<file path="src/rtl/spi_master_cfg_if.sv">
// spi_master_cfg_if: command-side handshake plus SPI pin bundle for spi_master_cfg.
//
// Handshake: start is a one-cycle request that is taken only in a cycle where
// busy=0. The configuration and tx_data are sampled in that same cycle. busy
// rises on the next cycle and stays high until the cycle in which done pulses
// for exactly one cycle with rx_data valid. A request made while busy=1 is dropped.
interface spi_master_cfg_if #(
   parameter int DATA_W = 8,
   parameter int NUM_CS = 4,
   parameter int DIV_W  = 8
);
   localparam int CS_W = (NUM_CS > 1) ? $clog2(NUM_CS) : 1;

   logic              start;
   logic [DATA_W-1:0] tx_data;
   logic              cpol;
   logic              cpha;
   logic              lsb_first;
   logic [DIV_W-1:0]  clk_div;
   logic [CS_W-1:0]   cs_sel;
   logic              busy;
   logic              done;
   logic [DATA_W-1:0] rx_data;
   logic              sclk;
   logic              mosi;
   logic              miso;
   logic [NUM_CS-1:0] cs_n;

   // Core side: takes commands and MISO, drives status and SPI outputs
   modport master (
      input  start, tx_data, cpol, cpha, lsb_first, clk_div, cs_sel, miso,
      output busy, done, rx_data, sclk, mosi, cs_n
   );

   // Host/slave side: issues commands, observes status and pins
   modport slave (
      output start, tx_data, cpol, cpha, lsb_first, clk_div, cs_sel, miso,
      input  busy, done, rx_data, sclk, mosi, cs_n
   );
endinterface

</file>
<file path="src/rtl/spi_master_cfg.sv">
// spi_master_cfg: full-duplex SPI master with configurable word width, SPI mode,
// SCLK divider, bit order and chip select. One word per accepted start.
module spi_master_cfg #(
   parameter int DATA_W = 8,
   parameter int NUM_CS = 4,
   parameter int DIV_W  = 8
) (
   input  logic             clk,
   input  logic             rst_n,
   spi_master_cfg_if.master bus,
   output logic [1:0]       o_dbg_state
);
   localparam int CS_W = (NUM_CS > 1) ? $clog2(NUM_CS) : 1;
   localparam int EW   = $clog2(2 * DATA_W + 1);

   localparam logic [1:0] S_IDLE  = 2'd0;
   localparam logic [1:0] S_SETUP = 2'd1;
   localparam logic [1:0] S_XFER  = 2'd2;
   localparam logic [1:0] S_HOLD  = 2'd3;

   logic [1:0]        r_state;
   logic [DIV_W-1:0]  r_cnt;
   logic [DIV_W-1:0]  r_div;
   logic [EW-1:0]     r_edge;
   logic [DATA_W-1:0] r_tx;
   logic [DATA_W-1:0] r_rx;
   logic [DATA_W-1:0] r_rxd;
   logic              r_cpol;
   logic              r_cpha;
   logic              r_lsb;
   logic              r_busy;
   logic              r_done;
   logic              r_sclk;
   logic              r_mosi;
   logic [NUM_CS-1:0] r_cs_n;

   logic [NUM_CS-1:0] w_cs_dec;
   logic [EW-1:0]     w_edge_nxt;
   logic              w_sample;
   logic              w_last;
   logic              w_tx_bit;
   logic              w_first_bit;
   logic [DATA_W-1:0] w_tx_shift;
   logic [DATA_W-1:0] w_tx_load;
   logic [DATA_W-1:0] w_rx_shift;

   // One-hot select decode; an out-of-range cs_sel matches no line
   genvar g;
   generate
      for (g = 0; g < NUM_CS; g++) begin : g_cs_dec
         assign w_cs_dec[g] = (bus.cs_sel == CS_W'(g));
      end
   endgenerate

   // Edge classification and shift-path helpers
   always_comb begin
      w_edge_nxt  = r_edge + 1'b1;
      // Odd edges are leading; cpha flips which of the pair samples
      w_sample    = w_edge_nxt[0] ^ r_cpha;
      w_last      = (w_edge_nxt == EW'(2 * DATA_W));
      w_tx_bit    = r_lsb ? r_tx[0] : r_tx[DATA_W-1];
      w_tx_shift  = r_lsb ? (r_tx >> 1) : (r_tx << 1);
      w_rx_shift  = r_lsb ? {bus.miso, r_rx[DATA_W-1:1]} : {r_rx[DATA_W-2:0], bus.miso};
      w_first_bit = bus.lsb_first ? bus.tx_data[0] : bus.tx_data[DATA_W-1];
      // cpha=0 puts the first bit on mosi at accept, so load the word already shifted
      if (bus.cpha) begin
         w_tx_load = bus.tx_data;
      end else begin
         w_tx_load = bus.lsb_first ? (bus.tx_data >> 1) : (bus.tx_data << 1);
      end
   end

   // Transfer sequencer: IDLE -> SETUP -> XFER -> HOLD -> IDLE, all outputs registered
   always_ff @(posedge clk or negedge rst_n) begin
      if (!rst_n) begin
         r_state <= S_IDLE;
         r_cnt   <= '0;
         r_div   <= '0;
         r_edge  <= '0;
         r_tx    <= '0;
         r_rx    <= '0;
         r_rxd   <= '0;
         r_cpol  <= 1'b0;
         r_cpha  <= 1'b0;
         r_lsb   <= 1'b0;
         r_busy  <= 1'b0;
         r_done  <= 1'b0;
         r_sclk  <= 1'b0;
         r_mosi  <= 1'b0;
         r_cs_n  <= '1;
      end else begin
         r_done <= 1'b0;
         case (r_state)
            S_IDLE: begin
               r_sclk <= bus.cpol;
               if (bus.start) begin
                  r_cpol  <= bus.cpol;
                  r_cpha  <= bus.cpha;
                  r_lsb   <= bus.lsb_first;
                  r_div   <= bus.clk_div;
                  r_cnt   <= bus.clk_div;
                  r_edge  <= '0;
                  r_tx    <= w_tx_load;
                  r_rx    <= '0;
                  r_mosi  <= bus.cpha ? 1'b0 : w_first_bit;
                  r_cs_n  <= ~w_cs_dec;
                  r_busy  <= 1'b1;
                  r_state <= S_SETUP;
               end
            end
            S_SETUP, S_XFER: begin
               if (r_cnt == '0) begin
                  r_cnt  <= r_div;
                  r_sclk <= ~r_sclk;
                  r_edge <= w_edge_nxt;
                  if (w_sample) begin
                     r_rx <= w_rx_shift;
                  end else if (!w_last) begin
                     // No bit follows the final trailing edge, so mosi holds there
                     r_mosi <= w_tx_bit;
                     r_tx   <= w_tx_shift;
                  end
                  r_state <= w_last ? S_HOLD : S_XFER;
               end else begin
                  r_cnt <= r_cnt - 1'b1;
               end
            end
            S_HOLD: begin
               if (r_cnt == '0) begin
                  r_rxd   <= r_rx;
                  r_done  <= 1'b1;
                  r_busy  <= 1'b0;
                  r_cs_n  <= '1;
                  r_mosi  <= 1'b0;
                  r_sclk  <= r_cpol;
                  r_state <= S_IDLE;
               end else begin
                  r_cnt <= r_cnt - 1'b1;
               end
            end
            default: r_state <= S_IDLE;
         endcase
      end
   end

   assign bus.busy    = r_busy;
   assign bus.done    = r_done;
   assign bus.rx_data = r_rxd;
   assign bus.sclk    = r_sclk;
   assign bus.mosi    = r_mosi;
   assign bus.cs_n    = r_cs_n;
   assign o_dbg_state = r_state;
endmodule

</file>
<file path="src/flat_wrapper.sv">
// flat-port wrapper written by rule: the top's interface ports become plain ports
module spi_master_cfg_flat 
#(
   parameter int DATA_W = 8,
   parameter int NUM_CS = 4,
   parameter int DIV_W  = 8
)
  (clk, rst_n, o_dbg_state, bus_start, bus_tx_data, bus_cpol, bus_cpha, bus_lsb_first, bus_clk_div, bus_cs_sel, bus_miso, bus_busy, bus_done, bus_rx_data, bus_sclk, bus_mosi, bus_cs_n);
  spi_master_cfg_if #(.DATA_W(DATA_W), .NUM_CS(NUM_CS), .DIV_W(DIV_W)) bus_i ();
  input  logic clk;
  input  logic rst_n;
  output logic [1:0] o_dbg_state;
  input wire logic [$bits(bus_i.start)-1:0] bus_start;
  input wire logic [$bits(bus_i.tx_data)-1:0] bus_tx_data;
  input wire logic [$bits(bus_i.cpol)-1:0] bus_cpol;
  input wire logic [$bits(bus_i.cpha)-1:0] bus_cpha;
  input wire logic [$bits(bus_i.lsb_first)-1:0] bus_lsb_first;
  input wire logic [$bits(bus_i.clk_div)-1:0] bus_clk_div;
  input wire logic [$bits(bus_i.cs_sel)-1:0] bus_cs_sel;
  input wire logic [$bits(bus_i.miso)-1:0] bus_miso;
  output wire logic [$bits(bus_i.busy)-1:0] bus_busy;
  output wire logic [$bits(bus_i.done)-1:0] bus_done;
  output wire logic [$bits(bus_i.rx_data)-1:0] bus_rx_data;
  output wire logic [$bits(bus_i.sclk)-1:0] bus_sclk;
  output wire logic [$bits(bus_i.mosi)-1:0] bus_mosi;
  output wire logic [$bits(bus_i.cs_n)-1:0] bus_cs_n;
  assign bus_i.start = bus_start;
  assign bus_i.tx_data = bus_tx_data;
  assign bus_i.cpol = bus_cpol;
  assign bus_i.cpha = bus_cpha;
  assign bus_i.lsb_first = bus_lsb_first;
  assign bus_i.clk_div = bus_clk_div;
  assign bus_i.cs_sel = bus_cs_sel;
  assign bus_i.miso = bus_miso;
  assign bus_busy = bus_i.busy;
  assign bus_done = bus_i.done;
  assign bus_rx_data = bus_i.rx_data;
  assign bus_sclk = bus_i.sclk;
  assign bus_mosi = bus_i.mosi;
  assign bus_cs_n = bus_i.cs_n;
  spi_master_cfg #(.DATA_W(DATA_W), .NUM_CS(NUM_CS), .DIV_W(DIV_W)) u_core (.clk(clk), .rst_n(rst_n), .bus(bus_i), .o_dbg_state(o_dbg_state));
endmodule
</file>
<file path="config.mk">
export PLATFORM = sky130hd
export DESIGN_NAME = spi_master_cfg_flat
export DESIGN_NICKNAME = d
export VERILOG_FILES = /design/src/rtl/spi_master_cfg_if.sv /design/src/rtl/spi_master_cfg.sv /design/src/flat_wrapper.sv
export SDC_FILE = /design/constraint.sdc
export NUM_CORES = 1
export LEC_CHECK = 0
export BUFFER_PORTS_ARGS = -buffer_cell sky130_fd_sc_hd__buf_2
export CAP_MARGIN = 10
export CORE_ASPECT_RATIO = 1.5
export CORE_MARGIN = 5
export CORE_UTILIZATION = 50
export DETAILED_ROUTE_END_ITERATION = 8
export MAX_ROUTING_LAYER = met4
export PLACE_DENSITY = 0.68
export SLEW_MARGIN = 5
export SYNTH_ARGS = -nofsm -noshare
export SYNTH_HDL_FRONTEND = slang
export SYNTH_SLANG_ARGS = --single-unit
</file>
<file path="constraint.sdc">
create_clock -name clk -period 5.4 [get_ports clk]
set_input_delay 0.27 -clock clk [delete_from_list [all_inputs] [get_ports clk]]
set_output_delay 0.27 -clock clk [all_outputs]
set_load 0.03 [all_outputs]
</file>
==> results.md, run 1 <==
* Outcome: finished clean
* Post-cts hold buffer count at 0
* Sequential share of the synthesized area at 44.87%
* Arr. time, crit path at 3.03 ns
* Commonest cells post-synth: 54 x dfrtp_1, 35 x mux2_2, 34 x nor2_1
* Static Leak at 1.746 nW
* Met2 wire len at 3298 um
* Path type of the worst setup path: register to register
* Largest family of logic cells by synthesized area: multiplexers
* Top routing layer in use: met4
* Routed wire length at 6689 um
* # fillers at 571
* Row cnt at 36
* Buf+Inv Stages, Crit Path at 2
* Cell taking the most area after synthesis: dfrtp_1
* CP Max Fanout at 27
* Per-cell routed wire length at 15.45 um
* Worst VDD drop at 0.0002621 V
* Starting Density at 50.74%
* First-pass GRT wire length at 11,510 um
* CTS tree: built
* Fmax at 359.0 MHz
* Post-Syn Instances at 317
* Post_cts resized at 0
* DRC Markers at 0
* Period minus WS final at 2.785 ns
* Post-Syn Area at 3246 um^2
* Synth Flop Type: dfrtp_1
* Die H at 108.7 um
* Core Area at 6396 um^2
* Ys async rst share at 100.0%
* Crit path top cell by count: inv_1
* Critical Path, Cell by Cell: inv_1, ha_1, inv_1, nor4_1, a221oi_1, a22oi_1
* Synth unique cells at 50
* Post-DRT Antenna Nets at 0
* RSZ-0062 raised after global routing: false
* Avg Inst Size Synth at 10.24 um^2
* Number of CTS-inserted buffers at 9
* WP data required at 5.65 ns
* Mux share of post-synthesis cell area at 19.85%
* Maximum Capacitance Violations at 0
* Slew headroom at 43.63%
* R2R Setup Slk at 2.61 ns
* Overflow after GRT at 0
* Vias per cell at 5.691
* Largest delay contributor family on the critical path: adder cells
* Compound-Gate Fraction of Synth Area at 15.30%
* Vias in the first global route at 2,530
* Worst Setup End Kind: register
* Clk buf depth at 2
* First-iteration detailed-routing DRC count at 212
* Die ar. at 8236 um^2
* Die X at 75.79 um
* Layout Nets at 382
* Ant. Diodes at 0
* I/O pin cnt at 43
* Clk Latency, worst-skew pair at 0.34 ns
* Vias after detailed routing at 2,464
* Crit path max-delay cell type: ha_1
* Met3 wire length at 363 um
* Worst Skew at 0.008332 ns
* CTS Root Buffer Type: clkbuf_8
* DP HPWL at 4748 um
* Xor-xnor portion of the synthesized cell area at 0.8096%
* Post-Synth Adder-Cell Area at 1.928%
* Gpl congestion at 0.8649
* Largest net degree at the start of global routing at 59
* Final setup viols at 0
* Slowest stage delay, CP at 0.83 ns
* Layout cells sized above 1 at 29.41%
* Area delta synth->final at 13.84%
* Clock-pin slew on the worst setup and hold paths at 0.07 ns
* Synthesized Nets at 347
* Simple-gate share of the synthesized area at 13.34%
* Total number of yosys warnings at 0
* Total track usage at 18.69%
* Worst Max-Slew Pin Slew at 0.8424 ns
* H-tree levels at 3
* Tcrit/Tclk final at 51.58%
* Synth top area cells: dfrtp_1 42%, mux2_2 12%, mux2i_1 7.7%
* TritonRoute pass-1 iters at 4
* Setup TNS at 0 ns
* Pwr Total at 2.054 mW
* Setup bufs post-CTS at 0
* Hold Vio Cnt, Final at 0
* Met1 WL at 2906 um
* Share of the synthesized area in the top cell type at 41.63%
* Port bufs at 42
* Worst Setup Start Kind: register
* Initial antenna violation count at 0
* Pwr/cell area at 555.8 nW/um^2
* Most numerous cell in the Yosys netlist: dfrtp_1
* Flops & latches, synth at 58
* Hold/Removal Path Class: input port to async pin
* Num Clock Sinks at 58
* EDFF count, synth at 0
* Pins Over Slew Limit at 0
cells in the final DEF (no fill, tap or decap), types with 2 or more instances in the layout:
cell and instances:
clkinvlp_4 2, clkinv_2 2, nor2_1 34, nand2b_1 4, a21oi_1 16, ha_1 5
nor3b_1 3, nand3_1 6, clkbuf_8 9, bufinv_16 2, o21ai_0 25, inv_1 12
nand4_1 2, mux2i_1 25, nor2b_1 3, mux2_2 35, dfrtp_1 54, a221oi_1 6
nor4_1 2, nor3_1 4, buf_2 42, a211oi_1 8, o22a_1 2, xor2_1 3
dfstp_2 4, o31ai_1 3, nand2_1 18
power breakdown:
| part | switching, mW | internal [mW] | leakage (nW) |
|---|---|---|---|
| logic | 0.461 | 0.379 | 0.902 |
| registers | 0.170 | 0.610 | 0.739 |
| clock network | 0.176 | 0.258 | 0.105 |
per-stage QoR:
stage	worst slack, ns	utilization (%)	area [um^2]	instances	hold slack [ns]
after global placement	2.748	54.36	3477	417	0.4637
after global routing	2.384	57.77	3695	433	0.1320
after CTS	2.635	57.77	3695	433	0.09463
after floorplan	3.077	-	3246	317	-0.02559
final	2.615	57.77	3695	433	0.07844
after detailed placement	2.639	54.36	3477	417	0.4701
sequential cells by signal, indices dropped and copies added (netlist names):
signal and count:
u_core.r_cpol 1, u_core.bus.mosi 1, u_core.r_cpha 1, u_core.bus.done 1, u_core.r_rx 8, u_core.r_div 8, u_core.r_lsb 1, u_core.r_cnt 8
u_core.bus.sclk 1, u_core.bus.rx_data 8, u_core.r_edge 5, u_core.bus.busy 1, u_core.o_dbg_state 2, u_core.bus.cs_n 4, u_core.r_tx 8
cells by family (layout without fill, tap and decap cells):
family / count (synthesis) / in the layout
multiplexers: 60 / 60
adder cells (fa/ha/maj): 5 / 5
AND/OR/NAND/NOR: 86 / 86
flip-flops: 58 / 58
XOR/XNOR: 3 / 3
buffers and inverters: 31 / 71
AO/OA/AOI/OAI: 74 / 74
final cells by class:
cell class / count / area, um^2 / area share, %
sequential: 58 / 1456 / 39.42
timing repair buffer: 43 / 217.7 / 5.892
clock buffer: 9 / 123.9 / 3.353
clock inverter: 7 / 93.84 / 2.540
inverter: 12 / 45.04 / 1.219
tap: 76 / 95.09 / 2.574
multi-input combinational: 228 / 1663 / 45.00
worst reg2reg max path: cells and delay by family, from the launching register on:
kind,cells,cell delay (ns)
flip-flops,1,0.40
buffers and inverters,2,0.63
AO/OA/AOI/OAI,2,0.35
adder cells (fa/ha/maj),1,0.83
AND/OR/NAND/NOR,1,0.48
per-layer routing:
| metal | global-route usage [%] | up-vias |
|---|---|---|
| li1 | - | 1214 |
| met1 | 22.48 | 1177 |
| met4 | 7.000 | 0 |
| met5 | - | - |
| met2 | 29.66 | 63 |
| met3 | 4.889 | 10 |
path summary, 6_finish.rpt:
path / from / end / cells after the start
max in group asynchronous: rst_n / u_core.r_div[0] / 2
min in group clk: bus_cpol / u_core.r_cpol / 2
hold / removal: rst_n / u_core.r_rx[5] / 2
setup reg to reg: u_core.o_dbg_state[1] / u_core.r_cnt[5] / 6
setup / recovery: u_core.o_dbg_state[1] / u_core.r_cnt[5] / 6
hold reg to reg: u_core.bus.rx_data[5] / u_core.bus.rx_data[5] / 1
(Power assumes the default switching activity.)
==> run 2, diff against run 1 <==
--- a/config.mk
+++ b/config.mk
@@ -5,6 +5,7 @@
 export SDC_FILE = /design/constraint.sdc
 export NUM_CORES = 1
 export LEC_CHECK = 0
+export ABC_AREA = 1
 export BUFFER_PORTS_ARGS = -buffer_cell sky130_fd_sc_hd__buf_2
 export CAP_MARGIN = 10
 export CORE_ASPECT_RATIO = 1.5
==> constraint.sdc (replaced) <==
create_clock -name clk -period 2.8 [get_ports clk]
set_input_delay 0.14 -clock clk [delete_from_list [all_inputs] [get_ports clk]]
set_output_delay 0.14 -clock clk [all_outputs]
set_load 0.03 [all_outputs]
==> run 2 against run 1 <==
Net effect: maximum frequency rose by 24%; synthesized cell count rose by 39%; via count rose by 20%; die area rose by 1.6%; first-iteration DRC count fell by 18%; critical endpoint is now u_core.r_tx[3]; sequential power rose by 86%; register-to-register slack got worse by 2.1 ns; clock power rose by 82%; core utilization rose by 0.12 points; hold slack got worse by 0.048 ns; combinational power rose to 3.0 times the previous value; routed wire length rose by 14%.
==> results.md, run 2 <==
* Outcome: finished clean
* Worst Setup End Kind: register
* Synth Flop Type: dfrtp_1
* Die H at 109.6 um (+0.82%)
* Worst Setup Start Kind: register
* Worst Max-Slew Pin Slew at 0.9419 ns (+0.09948 ns)
* Vias after detailed routing at 2,966 (+20%)
* Pwr Total at 4.760 mW (+130%)
* Pwr/cell area at 1268 nW/um^2 (+130%)
* I/O pin cnt at 43 (unchanged)
* Die X at 76.38 um (+0.78%)
* Tcrit/Tclk final at 79.94% (+28 points)
* Most common cell after layout, fill and taps aside: nand2_1
* Worst Hold End: u_core.r_div[2]
* Largest net degree at the start of global routing at 42 (-29%)
* Maximum Capacitance Violations at 0 (unchanged)
* Compound-Gate Fraction of Synth Area at 12.50% (-2.8 points)
* CTS Root Buffer Type: clkbuf_8
* WP data required at 3.07 ns (-2.58 ns)
* Static Leak at 1.966 nW (+13%)
* Port bufs at 42 (unchanged)
* Initial antenna violation count at 0 (unchanged)
* Cell taking the most area after synthesis: dfrtp_1
* CP Max Fanout at 17 (-37%)
* Number of CTS-inserted buffers at 9 (unchanged)
* Clk buf depth at 2 (unchanged)
* Worst VDD drop at 0.0005376 V (+110%)
* Hold/Removal Path Class: input port to register
* First-iteration detailed-routing DRC count at 174 (-18%)
* Xor-xnor portion of the synthesized cell area at 0.5301% (-0.28 points)
* First-pass GRT wire length at 12,880 um (+12%)
* Worst Skew at 0.007366 ns (-0.0009654 ns)
* Synthesized Nets at 471 (+36%)
* RSZ-0062 raised after global routing: false
* Fmax at 446.7 MHz (+24%)
* Post-Syn Area at 3304 um^2 (+1.8%)
* Post-Syn Instances at 441 (+39%)
* Post-Synth Adder-Cell Area at 1.893% (-0.034 points)
* Layout Nets at 513 (+34%)
* Starting Density at 50.95% (+0.20 points)
* Pre-CTS WS at 0.6079 ns (-2.031 ns)
* Largest family of logic cells by synthesized area: simple AND/OR/NAND/NOR gates
* Placement Cell Area at 3540 um^2 (+1.8%)
* Vias per cell at 5.259 (-7.6%)
* Per-cell routed wire length at 13.50 um (-13%)
* Worst hold path depth at 3
* Gpl congestion at 0.8997 (+4.0%)
* Post-DRT Antenna Nets at 0 (unchanged)
* Layout cells sized above 1 at 16.39% (-13 points)
* Register Area at 1456 um^2 (unchanged)
* # fillers at 616 (+7.9%)
* Post_cts resized at 0 (unchanged)
* Synth unique cells at 32 (-36%)
* Share of the synthesized area in the top cell type at 40.89% (-0.74 points)
* Sequential share of the synthesized area at 44.07% (-0.80 points)
* Synth top area cells: dfrtp_1 41%, nand2_1 17%, o21ai_0 5.9%
* Num Clock Sinks at 58 (unchanged)
* Slew headroom at 37.21% (-6.4 points)
* Pins Over Slew Limit at 0 (unchanged)
* Total number of yosys warnings at 0 (unchanged)
* DP HPWL at 5555 um (+17%)
* DRC Markers at 0 (unchanged)
* Mux share of post-synthesis cell area at 0% (-20 points)
* Overflow after GRT at 0 (unchanged)
* Setup TNS at 0 ns (unchanged)
* Flops & latches, synth at 58 (unchanged)
* Arr. time, crit path at 2.51 ns (-0.52 ns)
* Die ar. at 8368 um^2 (+1.6%)
* Commonest cells post-synth: 152 x nand2_1, 54 x dfrtp_1, 46 x inv_1
* EDFF count, synth at 0 (unchanged)
* Core Area at 6486 um^2 (+1.4%)
* Path type of the worst setup path: register to register
* Multi-input logic area at 1572 um^2 (-5.5%)
* Ant. Diodes at 0 (unchanged)
* Most numerous cell in the Yosys netlist: nand2_1
* Simple-gate share of the synthesized area at 32.64% (+19 points)
* Vias in the first global route at 2,889 (+14%)
* Clk Latency, worst-skew pair at 0.34 ns (about the same)
* Row cnt at 36 (unchanged)
* R2R cell count at 8 (+2)
* Total track usage at 19.79% (+1.1 points)
* Hold Vio Cnt, Final at 0 (unchanged)
* R2r startpoint: u_core.o_dbg_state[0]
* CTS tree: built
* Avg Inst Size Synth at 7.493 um^2 (-27%)
* TritonRoute pass-1 iters at 4 (unchanged)
* Ys async rst share at 100.0% (unchanged)
* Area delta synth->final at 13.63%
* Routed wire length at 7615 um (+14%)
* Final Cell Area at 3755 um^2 (+1.6%)
* Period minus WS final at 2.238 ns (-0.5470 ns)
* Worst Setup SP: u_core.o_dbg_state[0]
* H-tree levels at 3 (unchanged)
* Clock-pin slew on the worst setup and hold paths at 0.06 ns (about the same)
* Critical register-to-register path endpoint: u_core.r_tx[3]
* Final WS setup at 0.5616 ns (-2.053 ns)
* Final setup viols at 0 (unchanged)
* Final Core Density at 57.89% (+0.12 points)
* Commonest non-fill, non-tap cells in the layout: 152 x nand2_1, 54 x dfrtp_1, 46 x inv_1
* R2R Setup Slk at 0.56 ns (-2.05 ns)
* Min-delay src: bus_clk_div[2]
==> run 2: changes by cell type after synthesis, moves of 8 or more <==
cell      previous run  this run
o21ai_0             25        39
mux2i_1             25         0
nor2_1              34        26
nand3_1              6        32
inv_1               12        46
clkbuf_1            14         6
a211oi_1             8         0
nand2_1             18       152
nand4_1              2        12
o22ai_1              0         8
mux2_2              35         0
==> run 2: layer usage <==
metal  vias up  global-route usage [%]  routed length, um  share of wire, %
met5         -                       -                  0                 0
met4         0                   9.250                149               2.0
met3        13                   4.180                254               3.3
met2        68                   34.19               4019                53
met1      1376                   21.87               3191                42
li1       1509                       -                  -                 -
==> run 2: final cells by class <==
class,instances,area share (%)
tap,76,2.532
timing repair buffer,46,6.465
clock buffer,12,4.132
multi-input combinational,319,41.85
inverter,49,4.898
sequential,58,38.79
clock inverter,4,1.333
==> run 2: cell families (layout without fill, tap and decap cells) <==
logic type	Yosys count	in the layout
and+or+nand+nor	241	241
AOI/OAI and AO/OA	71	71
buffers and inverters	64	111
DFF	58	58
adders and majority gates	5	5
xor gates and xnor gates	2	2
==> run 2: how the worst max path moves through the flow <==
stage / to / slack [ns] / depth (start not counted)
5_1_grt: u_core.r_tx[2] / 0.38 / 8
4_1_cts: u_core.r_tx[2] / 0.59 / 9
2_1_floorplan: u_core.bus.mosi / 0.92 / 10
6_report: u_core.r_tx[3] / 0.56 / 8
3_5_place_dp: u_core.r_tx[2] / 0.61 / 9
3_3_place_gp: u_core.r_tx[2] / 0.72 / 8
==> run 2: timing repair <==
item,CTS,global route
buffers inserted,0,0
hold buffers,1,0
hold endpoints to repair,37,0
==> run 2: stage by stage <==
stage | cells | hold slack [ns]
finish | 564 | 0.03081
global route | 564 | 0.02164
CTS | 564 | 0.01369
detailed placement | 547 | 0.3453
global placement | 547 | 0.3401
floorplan | 441 | -0.1556
==> run 2: critical path, cell delays in order, from the launching register on <==
cell and delay, ns:
dfrtp_1 0.40, inv_1 0.08, ha_1 0.69, nand2_1 0.38
inv_1 0.25, a22oi_1 0.12, nand2_1 0.07, nand4_1 0.09
nand2_1 0.09
==> run 2: power breakdown <==
group	internal, mW	leakage, nW	total [mW]	switching, mW
combinational	0.761	1.13	2.52	1.76
sequential	1.20	0.741	1.45	0.252
clock	0.458	0.0986	0.790	0.333
total	2.42	1.97	4.76	2.34
==> run 3, diff against run 2 <==
--- a/config.mk
+++ b/config.mk
@@ -5,7 +5,7 @@
 export SDC_FILE = /design/constraint.sdc
 export NUM_CORES = 1
 export LEC_CHECK = 0
-export ABC_AREA = 1
+export ABC_AREA = 0
 export BUFFER_PORTS_ARGS = -buffer_cell sky130_fd_sc_hd__buf_2
 export CAP_MARGIN = 10
 export CORE_ASPECT_RATIO = 1.5
@@ -13,7 +13,7 @@
 export CORE_UTILIZATION = 50
 export DETAILED_ROUTE_END_ITERATION = 8
 export MAX_ROUTING_LAYER = met4
-export PLACE_DENSITY = 0.68
+export PLACE_DENSITY = 0.7
 export SLEW_MARGIN = 5
 export SYNTH_ARGS = -nofsm -noshare
 export SYNTH_HDL_FRONTEND = slang
==> constraint.sdc (replaced) <==
create_clock -name clk -period 2 [get_ports clk]
set_input_delay 0.1 -clock clk [delete_from_list [all_inputs] [get_ports clk]]
set_output_delay 0.1 -clock clk [all_outputs]
set_load 0.03 [all_outputs]
==> run 3 against run 2 <==
Net effect: sequential cell count is the same; first-iteration DRC count shrank 39%; routed wire length shrank 1.7%; worst setup slack lost 0.50 ns; register-to-register slack lost 0.50 ns; cell count shrank 17%; global-route usage grew 0.68 points; non-clock buffer count grew 34; clock skew grew 0.0023 ns; combinational power grew 11%; die area shrank 1.6%.
==> results.md, run 3 (same netlist as run 1, synthesis figures left out) <==
* R2r startpoint: u_core.r_edge[1]
* Clock power share at 15.9% (-0.7 points)
* Row cnt at 36 (unchanged)
* First-iteration detailed-routing DRC count at 107 (-39%)
* Die X at 75.79 um (-0.77%)
* Slew headroom at 40.82% (+3.6 points)
* Die ar. at 8236 um^2 (-1.6%)
* CTS tree: built
* Area delta synth->final at 25.67%
* P_int at 3.515 mW (+45%)
* Top routing layer in use: met4
* RSZ-0062 raised after global routing: true
* Met3 wire length at 356 um (+40%)
* Switch Pwr at 2.337 mW (-0.12%)
* Arr. time, crit path at 2.18 ns (-0.33 ns)
* Initial antenna violation count at 0 (unchanged)
* WP data required at 2.24 ns (-0.83 ns)
* Tcrit/Tclk final at 97.15% (+17 points)
* Commonest non-fill, non-tap cells in the layout: 51 x dfrtp_1, 42 x buf_2, 33 x nor2_1
* Reg power frac at 36.2% (+5.7 points)
* Total track usage at 20.46% (+0.68 points)
* Clk Latency, worst-skew pair at 0.35 ns (about the same)
* Worst VDD drop at 0.0005796 V (+7.8%)
* Worst Skew at 0.009680 ns (+0.002314 ns)
* First-pass GRT wire length at 12,460 um (-3.2%)
* Fmax at 514.6 MHz (+15%)
* Pwr/cell area at 1435 nW/um^2 (+13%)
* Outcome: finished clean
* Vias per cell at 5.632 (+7.1%)
* Overflow after GRT at 0 (unchanged)
* Min-delay src: bus_cs_sel[0]
* Per-cell routed wire length at 15.92 um (+18%)
* DP HPWL at 5400 um (-2.8%)
* Largest net degree at the start of global routing at 25 (-40%)
* Port bufs at 42 (unchanged)
* Core Area at 6396 um^2 (-1.4%)
* TritonRoute pass-1 iters at 4 (unchanged)
* Clk buf depth at 2 (unchanged)
* Layout Nets at 419 (-18%)
* Setup TNS at 0 ns (unchanged)
* CP Max Fanout at 8 (-9)
* Period minus WS final at 1.943 ns (-0.2953 ns)
* Maximum Capacitance Violations at 0 (unchanged)
* Met1 WL at 3149 um (-1.3%)
* Path type of the worst setup path: register to register
* Number of CTS-inserted buffers at 9 (unchanged)
* Gpl congestion at 0.8405 (-6.6%)
* Starting Density at 50.74% (-0.20 points)
* Ant. Diodes at 0 (unchanged)
* Num Clock Sinks at 58 (unchanged)
* CTS Root Buffer Type: clkbuf_8
* Worst hold path depth at 3 (unchanged)
* Layout cells sized above 1 at 36.04% (+20 points)
* I/O pin cnt at 43 (unchanged)
* Routed wire length at 7484 um (-1.7%)
* R2R cell count at 6 (-2)
* Worst Setup Start Kind: register
* Vias in the first global route at 2,640 (-8.6%)
* Vias after detailed routing at 2,647 (-11%)
* DRC Markers at 0 (unchanged)
* Worst Hold End: u_core.bus.cs_n[3]
* Worst Max-Slew Pin Slew at 0.8878 ns (-0.05409 ns)
* Met2 wire len at 3795 um (-5.6%)
* Critical register-to-register path endpoint: u_core.r_tx[5]
* R2R Setup Slk at 0.06 ns (-0.50 ns)
* Comb power frac at 47.9% (-5.0 points)
* Static Leak at 1.925 nW (-2.1%)
* Hold Vio Cnt, Final at 0 (unchanged)
* Post-DRT Antenna Nets at 0 (unchanged)
* Most common cell after layout, fill and taps aside: dfrtp_1
* Clock-pin slew on the worst setup and hold paths at 0.07 ns (about the same)
* Pins Over Slew Limit at 0 (unchanged)
* Switching Share at 39.94% (-9.2 points)
* Final Core Density at 63.77% (+5.9 points)
* Final setup viols at 0 (unchanged)
* Die H at 108.7 um (-0.81%)
* Hold/Removal Path Class: input port to register
* H-tree levels at 3 (unchanged)
* Worst Setup End Kind: register
-- run 3: cell types whose count changed in the layout (fill, tap and decap cells not counted), sizes merged, moves of 6 or more --
cell / before / now
nand2: 156 / 19
inv: 48 / 11
mux2: 0 / 35
nand3: 33 / 6
buf: 45 / 70
mux2i: 0 / 25
o21ai: 43 / 26
nand4: 12 / 2
dlygate4sd3: 1 / 10
a211oi: 0 / 8
o22ai: 8 / 0
a221oi: 0 / 6
-- run 3: final cells by class --
cell class                 count  area, um^2
inverter                      12       48.80
timing repair buffer          80       564.3
multi-input combinational    228        1745
sequential                    58        1460
tap                           76       95.09
clock buffer                  14       152.6
fill                         553        2317
clock inverter                 2       12.51
-- run 3: repair_timing --
action                                 4_1_cts  5_1_grt
resized for setup                            1       22
buffers inserted                             0        3
hold buffers                                10        0
endpoints found under the hold margin       29        0
setup endpoints to repair                    8       42
pin swaps                                    0        5
-- run 3: power by group through the flow --
stage	registers, mW	logic, mW	clock network [mW]
3_3_place_gp	2.11	2.54	0
5_1_grt	2.18	3.07	1.02
6_report	2.12	2.80	0.932
3_5_place_dp	2.12	2.61	0
2_1_floorplan	2.15	1.77	0
4_1_cts	2.11	2.63	0.960
-- run 3: worst max-delay path by stage --
stage | slack (ns) | end | start | depth (start not counted)
floorplan | -0.05 | u_core.r_tx[0] | u_core.r_cnt[0] | 6
global placement | 0.05 | u_core.r_tx[0] | u_core.r_edge[0] | 6
detailed placement | 0.01 | u_core.r_rx[7] | u_core.o_dbg_state[0] | 5
CTS | 0.01 | u_core.bus.sclk | u_core.o_dbg_state[0] | 9
global route | -0.01 | u_core.r_cnt[4] | u_core.o_dbg_state[0] | 8
finish | 0.06 | u_core.r_tx[5] | u_core.r_edge[1] | 6
-- run 3: through the flow --
| step | cells | total power [mW] | instance area [um^2] | setup WS, ns | hold slack [ns] |
|---|---|---|---|---|---|
| 5_1_grt | 470 | 6.272 | 4079 | -0.009674 | 0.03420 |
| 3_5_place_dp | 441 | 4.727 | 3710 | 0.01019 | 0.1195 |
| 4_1_cts | 467 | 5.697 | 3978 | 0.01425 | 0.006369 |
| 6_report | 470 | 5.852 | 4079 | 0.05690 | 0.02547 |
| 2_1_floorplan | 317 | 3.921 | 3278 | -0.05264 | -0.1956 |
| 3_3_place_gp | 441 | 4.645 | 3710 | 0.05130 | 0.1169 |
-- run 3: routing by layer --
layer	track usage, %	up-vias
met5	-	-
met4	8.250	0
met3	5.074	14
met2	32.60	56
met1	24.39	1289
li1	-	1288
-- run 3: critical path, stage by stage, from the launching register on --
cell and delay [ns]:
dfrtp_1 0.44, and4b_1 0.22, a21oi_1 0.19, o21ai_1 0.16
o32ai_4 0.32, buf_12 0.17, mux2_2 0.33
